**src/rtl/ex_muldiv.sv**
```systemverilog
// ex_muldiv: multi-cycle RV32M execute unit (MUL/MULH/MULHSU/MULHU, DIV/DIVU/REM/REMU).
// Define EX_MULDIV_DIV_EN to build the restoring divider; without it divide ops return 0 after one cycle.
module ex_muldiv #(
    parameter int XLEN       = 32,
    parameter int MUL_CYCLES = 2
) (
    input  logic            clk_in,
    input  logic            rst_in,
    input  logic            rdy_in,
    input  logic            flush_in,
    input  logic            req_valid_in,
    output logic            req_ready_out,
    input  logic [2:0]      op_in,
    input  logic [XLEN-1:0] rs1_in,
    input  logic [XLEN-1:0] rs2_in,
    input  logic [4:0]      rd_in,
    output logic            busy_out,
    output logic            res_valid_out,
    output logic [XLEN-1:0] res_data_out,
    output logic [4:0]      res_rd_out
);
    localparam int ITER_W = $clog2(XLEN) + 1;
    localparam int MCNT_W = $clog2(MUL_CYCLES) + 1;
    localparam int CNT_W  = (ITER_W > MCNT_W) ? ITER_W : MCNT_W;
    localparam logic [CNT_W-1:0] MUL_LOAD = CNT_W'(MUL_CYCLES - 1);
    localparam logic [CNT_W-1:0] CNT_ONE  = CNT_W'(1);

    typedef enum logic [1:0] {
        S_IDLE,
        S_MUL,
        S_DIV,
        S_DONE
    } state_t;

    state_t            state_q, state_d;
    logic [CNT_W-1:0]  cnt_q, cnt_d;
    logic [1:0]        op_q, op_d;
    logic [4:0]        rd_q, rd_d;
    logic [2*XLEN-1:0] prod_q, prod_d;
    logic [XLEN-1:0]   res_q, res_d;
    logic [4:0]        res_rd_q, res_rd_d;

    // MULH sign-extends both operands, MULHSU only rs1; the low 2*XLEN bits of the
    // sign-extended product equal the (XLEN+1)x(XLEN+1) signed product.
    logic              a_sign, b_sign;
    logic [2*XLEN-1:0] a_wide, b_wide;

    assign a_sign = ((op_in[1:0] == 2'd1) || (op_in[1:0] == 2'd2)) && rs1_in[XLEN-1];
    assign b_sign = (op_in[1:0] == 2'd1) && rs2_in[XLEN-1];
    assign a_wide = {{XLEN{a_sign}}, rs1_in};
    assign b_wide = {{XLEN{b_sign}}, rs2_in};

    function automatic logic [XLEN-1:0] mul_pick(input logic [1:0] op, input logic [2*XLEN-1:0] p);
        return (op == 2'd0) ? p[XLEN-1:0] : p[2*XLEN-1:XLEN];
    endfunction

`ifdef EX_MULDIV_DIV_EN
    localparam logic [XLEN-1:0] INT_MIN = {1'b1, {(XLEN-1){1'b0}}};

    // quo_q shifts the dividend magnitude out at the top while quotient bits enter at the bottom.
    logic [XLEN-1:0] quo_q, quo_d;
    logic [XLEN-1:0] rem_q, rem_d;
    logic [XLEN-1:0] dvs_q, dvs_d;
    logic            quo_neg_q, quo_neg_d;
    logic            rem_neg_q, rem_neg_d;

    logic            s1, s2;
    logic [XLEN:0]   shifted;
    logic            ge;
    logic [XLEN-1:0] sub;

    assign s1      = !op_in[0] && rs1_in[XLEN-1];
    assign s2      = !op_in[0] && rs2_in[XLEN-1];
    assign shifted = {rem_q, quo_q[XLEN-1]};
    assign ge      = shifted >= {1'b0, dvs_q};
    assign sub     = shifted[XLEN-1:0] - dvs_q;
`endif

    assign req_ready_out = (state_q == S_IDLE) && !flush_in;
    assign busy_out      = (state_q != S_IDLE);
    assign res_valid_out = (state_q == S_DONE) && rdy_in && !flush_in;
    assign res_data_out  = res_q;
    assign res_rd_out    = res_rd_q;

    always_comb begin
        state_d  = state_q;
        cnt_d    = cnt_q;
        op_d     = op_q;
        rd_d     = rd_q;
        prod_d   = prod_q;
        res_d    = res_q;
        res_rd_d = res_rd_q;
`ifdef EX_MULDIV_DIV_EN
        quo_d     = quo_q;
        rem_d     = rem_q;
        dvs_d     = dvs_q;
        quo_neg_d = quo_neg_q;
        rem_neg_d = rem_neg_q;
`endif

        unique case (state_q)
            S_IDLE: begin
                if (req_valid_in && req_ready_out) begin
                    op_d = op_in[1:0];
                    rd_d = rd_in;
                    if (!op_in[2]) begin
                        prod_d = a_wide * b_wide;
                        cnt_d  = MUL_LOAD;
                        if (MUL_CYCLES == 1) begin
                            state_d  = S_DONE;
                            res_d    = mul_pick(op_in[1:0], a_wide * b_wide);
                            res_rd_d = rd_in;
                        end else begin
                            state_d = S_MUL;
                        end
                    end else begin
`ifdef EX_MULDIV_DIV_EN
                        if (rs2_in == '0) begin
                            state_d  = S_DONE;
                            res_d    = op_in[1] ? rs1_in : '1;
                            res_rd_d = rd_in;
                        end else if (!op_in[0] && (rs1_in == INT_MIN) && (rs2_in == '1)) begin
                            state_d  = S_DONE;
                            res_d    = op_in[1] ? '0 : rs1_in;
                            res_rd_d = rd_in;
                        end else begin
                            state_d   = S_DIV;
                            cnt_d     = CNT_W'(XLEN - 1);
                            quo_d     = s1 ? -rs1_in : rs1_in;
                            rem_d     = '0;
                            dvs_d     = s2 ? -rs2_in : rs2_in;
                            quo_neg_d = s1 ^ s2;
                            rem_neg_d = s1;
                        end
`else
                        state_d  = S_DONE;
                        res_d    = '0;
                        res_rd_d = rd_in;
`endif
                    end
                end
            end
            S_MUL: begin
                if (cnt_q == CNT_ONE) begin
                    state_d  = S_DONE;
                    cnt_d    = '0;
                    res_d    = mul_pick(op_q, prod_q);
                    res_rd_d = rd_q;
                end else begin
                    cnt_d = cnt_q - CNT_ONE;
                end
            end
            S_DIV: begin
`ifdef EX_MULDIV_DIV_EN
                quo_d = {quo_q[XLEN-2:0], ge};
                rem_d = ge ? sub : shifted[XLEN-1:0];
                if (cnt_q == '0) begin
                    state_d  = S_DONE;
                    res_rd_d = rd_q;
                    if (op_q[1]) res_d = rem_neg_q ? -rem_d : rem_d;
                    else         res_d = quo_neg_q ? -quo_d : quo_d;
                end else begin
                    cnt_d = cnt_q - CNT_ONE;
                end
`else
                state_d = S_IDLE;
`endif
            end
            S_DONE: begin
                state_d = S_IDLE;
            end
        endcase

        // A flush abandons the operation without touching the visible result registers.
        if (flush_in) begin
            state_d  = S_IDLE;
            cnt_d    = '0;
            res_d    = res_q;
            res_rd_d = res_rd_q;
        end
    end

    // NOTE: every register updates only when rdy_in is high, with non-blocking
    // assignments, so a stalled pipeline freezes state, counter and datapath together.
    always_ff @(posedge clk_in or posedge rst_in) begin
        if (rst_in) begin
            state_q  <= S_IDLE;
            cnt_q    <= '0;
            op_q     <= '0;
            rd_q     <= '0;
            prod_q   <= '0;
            res_q    <= '0;
            res_rd_q <= '0;
`ifdef EX_MULDIV_DIV_EN
            quo_q     <= '0;
            rem_q     <= '0;
            dvs_q     <= '0;
            quo_neg_q <= 1'b0;
            rem_neg_q <= 1'b0;
`endif
        end else if (rdy_in) begin
            state_q  <= state_d;
            cnt_q    <= cnt_d;
            op_q     <= op_d;
            rd_q     <= rd_d;
            prod_q   <= prod_d;
            res_q    <= res_d;
            res_rd_q <= res_rd_d;
`ifdef EX_MULDIV_DIV_EN
            quo_q     <= quo_d;
            rem_q     <= rem_d;
            dvs_q     <= dvs_d;
            quo_neg_q <= quo_neg_d;
            rem_neg_q <= rem_neg_d;
`endif
        end
    end

endmodule

```
**config.mk**
```make
export PLATFORM = sky130hd
export DESIGN_NAME = ex_muldiv
export DESIGN_NICKNAME = d
export VERILOG_FILES = /design/src/rtl/ex_muldiv.sv
export SDC_FILE = /design/constraint.sdc
export NUM_CORES = 2
export LEC_CHECK = 0
export CORE_MARGIN = 1.5
export CORE_UTILIZATION = 58
export DETAILED_ROUTE_END_ITERATION = 8
export GPL_TIMING_DRIVEN = 0
export PLACE_DENSITY = 0.86
export SYNTH_ARGS = -nofsm -noshare
export SYNTH_HDL_FRONTEND = slang
export SYNTH_SLANG_ARGS = --single-unit
```
**constraint.sdc**
```tcl
create_clock -name clk_in -period 8.7 [get_ports clk_in]
set_input_delay 2.61 -clock clk_in [delete_from_list [all_inputs] [get_ports clk_in]]
set_output_delay 2.61 -clock clk_in [all_outputs]
set_load 0.03 [all_outputs]
```
# Yosys cells after proc, flatten, opt, wreduce, memory -nomap -nowiden
# Cells that the tools add are included.
[word_totals]
reg_bits = 116
wordCells = 61
[classes]
mux = 19
bitwise_logic = 2
reduce_logical = 19
eq_ne = 12
mul = 1
add_sub_neg = 1
[ops]
columns = ["cell", "n"]
rows = [
  ["2-to-1 mux 32 bit", 4],
  ["multiplier 33 x 33 -> 64 bit", 1],
  ["case mux 32 bit (2 select lines)", 1],
  ["2-to-1 mux 6 bit", 4],
  ["2-to-1 mux 5 bit", 3],
  ["case mux 6 bit (2 select lines)", 1],
  ["case mux 5 bit (2 select lines)", 1],
  ["2-to-1 mux 2 bit", 4],
  ["AND reduction 4 bit", 2],
  ["equality test 2 bit, second input constant", 3],
  ["equality test 6 x 1 -> 1 bit, second input constant", 1],
  ["logical AND 1 bit", 6],
  ["!= test 3 bit, second input constant", 2],
  ["case mux 2 bit (3 select lines)", 1],
  ["AND reduction 3 bit", 2],
  ["AND reduction 6 bit", 1],
  ["subtractor 6 x 1 -> 6 bit, second input constant", 1],
  ["equality test 2 x 1 -> 1 bit, second input constant", 2],
  ["logical NOT 2 bit", 2],
  ["!= test 2 bit, second input constant", 2],
  ["nonzero test 2 bit", 2],
  ["!= test 3 x 2 -> 1 bit, second input constant", 1],
  ["nonzero test 3 bit", 1],
  ["!= test 2 x 1 -> 1 bit, second input constant", 1],
  ["other kinds (4)", 5],
]

# Longest topological paths before layout
[logic_depth]
ltp_word = 6
depth_mapped = 32
mapped_depth_nobuf = 30

# Worst setup path before layout
# OpenSTA, ideal clock, no wires.
[synth_timing]
kind = "input -> register"
start = "in op_in[1]"
end = "reg prod_q[63]"
n_path_buf = 2
path_slack_ns = -1.789
arrival_ns = 10.357
stages = 30
cell_sequence = "inv_1 > ha_1 > nor2b_1 > clkbuf_1 > nand2_1 > inv_1 > fa_1 > inv_1 > fa_1 > inv_1 > fa_1 > inv_1 > fa_1 > fa_1 > fa_1 > fa_1 > fa_1 > inv_1 > ha_1 > buf_2 > a21o_1 > a21o_1 > a2111oi_4 > nand2_1 > nor4_2 > o21bai_2 > a41oi_4 > o221ai_2 > a41oi_2 > o41ai_2"
[synth_between]
elab_chain_len = 4
[synth_rtl]
columns = ["element", "line", "source"]
rows = [
  ["start, declared", "13", "input logic [2:0] op_in,"],
  ["equality test 2 x 1 -> 1 bit or equality test 2 bit (tied branches)", "48, 49", ""],
  ["logical OR 1 bit", "48", "assign a_sign = ((op_in[1:0] == 2'd1) || (op_in[1:0] == 2'd2)) && rs1_in[XLEN-1];"],
  ["logical AND 1 bit", "48", ""],
  ["multiplier 33 x 33 -> 64 bit *", "107", "prod_d = a_wide * b_wide;"],
  ["end signal, assigned", "206", "prod_q <= prod_d;"],
  ["end, declared", "39", "logic [2*XLEN-1:0] prod_q, prod_d;"],
]
# Mark *: on every way between the ends. The rest lies on a longest branch, timed or not.
# A chain may end at the register's enable or synchronous reset.

# Final worst setup path
[layout_timing]
start = "in rs1_in[31]"
end = "reg prod_q[63]"
[layout_between]
elab_chain_len = 2
[layout_rtl]
columns = ["element", "line", "source"]
rows = [
  ["start, declared", "14", "input logic [XLEN-1:0] rs1_in,"],
  ["logical AND 1 bit", "48", ""],
  ["multiplier 33 x 33 -> 64 bit *", "107", ""],
]
# Marks and branches as above.

==> flow_metrics.py <==
metrics = {
    "sta": {
        "slew_viol_final": 0,
        "rsz0062_at_grt": "yes",
        "relSlewSlack": 0.440,
        "hold_viol_final": 0,
        "setup_viol": 41,
        "worst_pin_slew_ns": 0.841,
        "fmax_mhz": 95.5,
        "finClkSkew_ns": 0.0176,
        "finalWorstSetupSlack_ns": -1.77,
        "period_share": 1.20,
        "period_minus_slack_ns": 10.47,
    },
    "cells_and_area": {
        "regArea_sq_um": 2900,
        "layout_common_cells": "inv_1 (1153), fa_1 (1079), nand2_1 (862)",
        "multiInputGateArea_sq_um": 35700,
        "finalNonFillerCells": 5865,
        "drive_gt1_frac": 0.136,
        "mostFrequentLayoutCell": "inv_1",
        "area_growth_pct": 16.2,
        "num-fill-cells": 5577,
        "num-nets-final": 6312,
    },
    "yosys": {
        "syn-mean-instance-area_sq_um": 9.17,
        "synth_edf_count": 0,
        "synthArstFlopShare": 1.00,
        "synth.area.top_cells": "fa_1 (53%), inv_1 (10%), nand2_1 (7.7%), dfrtp_1 (6.8%), ha_1 (6.3%)",
        "netlist_instances": 4648,
        "synth.cell_area_sq_um": 42600,
        "synth_top_area_cell": "fa_1",
        "ys_types": 63,
        "syn-num-nets": 6065,
        "yosys_warnings": 0,
        "synth-seq-area-share": 0.0681,
        "synthFlopType": "dfrtp_1",
        "post-synth-top-area-fraction": 0.529,
        "ys_seq_elements": 116,
    },
    "detailed_routing": {
        "drt-wirelength-per-cell_um": 28.2,
        "drtAntennaViolNets": 0,
        "dr.pass1.iters": 6,
        "dr.first_iter.drc_count": 3680,
        "viasPerCell": 5.94,
        "wirelength_um": 165000,
        "num_vias": 34800,
        "drc_errors": 0,
    },
    "cts": {
        "htreeDepth": 4,
        "clkLatencyLatePin_ns": 0.47,
        "cts_buffers": 25,
        "ctsLongestPathBuffers": 3,
        "clock-sinks": 116,
        "root_buffer": "clkbuf_16",
        "tritoncts": "yes",
        "clkTransAtPathRegs_ns": 0.06,
    },
    "setup_path": {
        "cp-endpoint": "prod_q[63]",
        "rr_endpoint": "prod_q[63]",
        "crit_required_ns": 9.03,
        "path_max_fanout": 8,
        "r2r_start": "state_q[0]",
        "path_class": "in2reg",
        "end_kind": "flop",
        "setup.worst_path.start_class": "input pin",
        "reg2reg_slack_ns": 5.50,
        "rr_worst_depth": 7,
        "startpoint": "rs1_in[31]",
        "arrival_ns": 10.79,
    },
    "floorplan": {
        "dieArea_sq_um": 75100,
        "core_sq_um": 72800,
        "io_pins": 117,
        "start_util": 0.585,
        "die_w_um": 274,
        "die_h_um": 274,
        "rows": 99,
    },
    "global_routing": {
        "grt_pass1_wl_um": 232000,
        "grt_overflow_total": 0,
        "grt_pass1_vias": 36600,
        "antenna_found_initial": 13,
        "grtUsageTotal": 0.439,
        "grt_max_degree": 70,
    },
    "run": {
        "cap_violations": 0,
    },
    "placement": {
        "numPlacedInstances": 5724,
        "port_buffers": 116,
        "gp_congestion": 1.06,
        "dpl.hpwl_um": 130000,
    },
    "status": {
        "status": "finished, violations left",
        "violations": "setup timing",
    },
    "hold_path": {
        "min_path_type": "reg2reg",
    },
}
==> layout make-up <==
class / instances / share of cell area
Buffer: 231 / 0.0510
Clock inverter: 1 / 0.000101
Multi-Input combinational cell: 3110 / 0.721
Clock buffer: 30 / 0.0134
Timing Repair Buffer: 226 / 0.0405
Inverter: 1185 / 0.0905
Tap cell: 959 / 0.0242
Antenna cell: 7 / 0.000354
Sequential cell: 116 / 0.0586
==> per-stage QoR <==
step | util | TNS (ns) | setup slack [ns] | area (sq um) | hold slack [ns]
finish | 0.680 | -39.77 | -1.77 | 49500 | 0.474
detailed placement | 0.626 | -113.72 | -3.55 | 45600 | 0.466
global placement | 0.626 | -109.78 | -3.36 | 45600 | 0.462
CTS | 0.661 | -35.67 | -1.46 | 48200 | 0.476
global route | 0.680 | -45.05 | -1.87 | 49500 | 0.491
floorplan | - | -22.16 | -1.40 | 43200 | 0.445
==> repair_timing <==
item / in CTS / in global routing
setup endpoints to repair: 50 / 47
setup buffers: 45 / 66
hold buffers: 0 / 0
gates cloned: 0 / 1
resized for setup: 688 / 422
pin swaps: 51 / 111
==> how the worst min path moves through the flow <==
stage,from,end,depth (start not counted)
2_1_floorplan,prod_q[46],prod_q[46],2
3_3_place_gp,res_data_out[27],res_data_out[27],2
6_report,res_data_out[27],res_data_out[27],2
4_1_cts,res_data_out[27],res_data_out[27],2
3_5_place_dp,res_data_out[2],res_data_out[2],2
5_1_grt,res_data_out[27],res_data_out[27],2
==> critical path, stage by stage <==
cell	delay [ns]
buf_2	0.27
nor2b_4	0.37
clkbuf_16	0.24
buf_4	0.14
nand2_1	0.10
fa_1	0.54
fa_2	0.71
fa_1	0.51
fa_1	0.51
fa_2	0.76
inv_1	0.11
fa_1	0.50
inv_1	0.06
fa_1	0.48
fa_1	0.50
inv_1	0.08
ha_4	0.26
a21o_1	0.18
a21o_1	0.20
a21oi_4	0.20
nand2_2	0.11
nor4_4	0.31
o21bai_4	0.15
a41oi_4	0.28
buf_6	0.15
o221ai_4	0.11
a41oi_2	0.23
o41ai_2	0.10
==> per-layer routing <==
| metal | GRT usage | part of all wire | up-vias |
|---|---|---|---|
| li1 | - | - | 13800 |
| met1 | 0.541 | 0.34 | 17800 |
| met2 | 0.650 | 0.43 | 2422 |
| met3 | 0.130 | 0.13 | 784 |
| met4 | 0.340 | 0.10 | 12 |
| met5 | 0 | 0.00077 | - |
==> flip-flops by register name (all words and copies together), names as in the netlist <==
name,count
rd_q,5
state_q,2
res_rd_out,5
prod_q,64
cnt_q,6
res_data_out,32
op_q,2
==> cell families after synthesis <==
kind of cell	Yosys count	share of synthesized area
XOR/XNOR	76	0.0156
AND/OR/NAND/NOR	1356	0.144
multiplexers	45	0.0108
adder cells (fa/ha/maj)	1340	0.592
flip-flops	116	0.0681
buffers and inverters	1422	0.125
AO/OA/AOI/OAI	293	0.0442
==> Yosys cell counts (2+ instances only) <==
library cell,number
or2_2,11
fa_1,1125
or3_1,4
o21bai_1,10
a211oi_1,7
mux2i_1,38
and3_1,10
nand2_1,878
nor3b_1,2
and2_1,331
clkbuf_1,227
o21ai_1,7
nand2b_1,4
a21o_1,31
dfrtp_1,116
o211ai_1,3
inv_1,1185
o31ai_1,34
nor4_1,2
buf_2,6
nor2b_1,8
o41ai_2,2
nor3_1,8
xnor2_1,48
o22ai_1,3
xor2_1,28
and4_1,3
o21ai_0,92
o21a_1,7
ha_1,215
nand3_1,12
nand4_1,16
a21oi_1,66
mux2_2,7
nor2_1,61
buf_1,4
a31oi_1,11
Power is not shown: default switching activity piles up to over one toggle a cycle in this logic, so the estimate is an artifact.
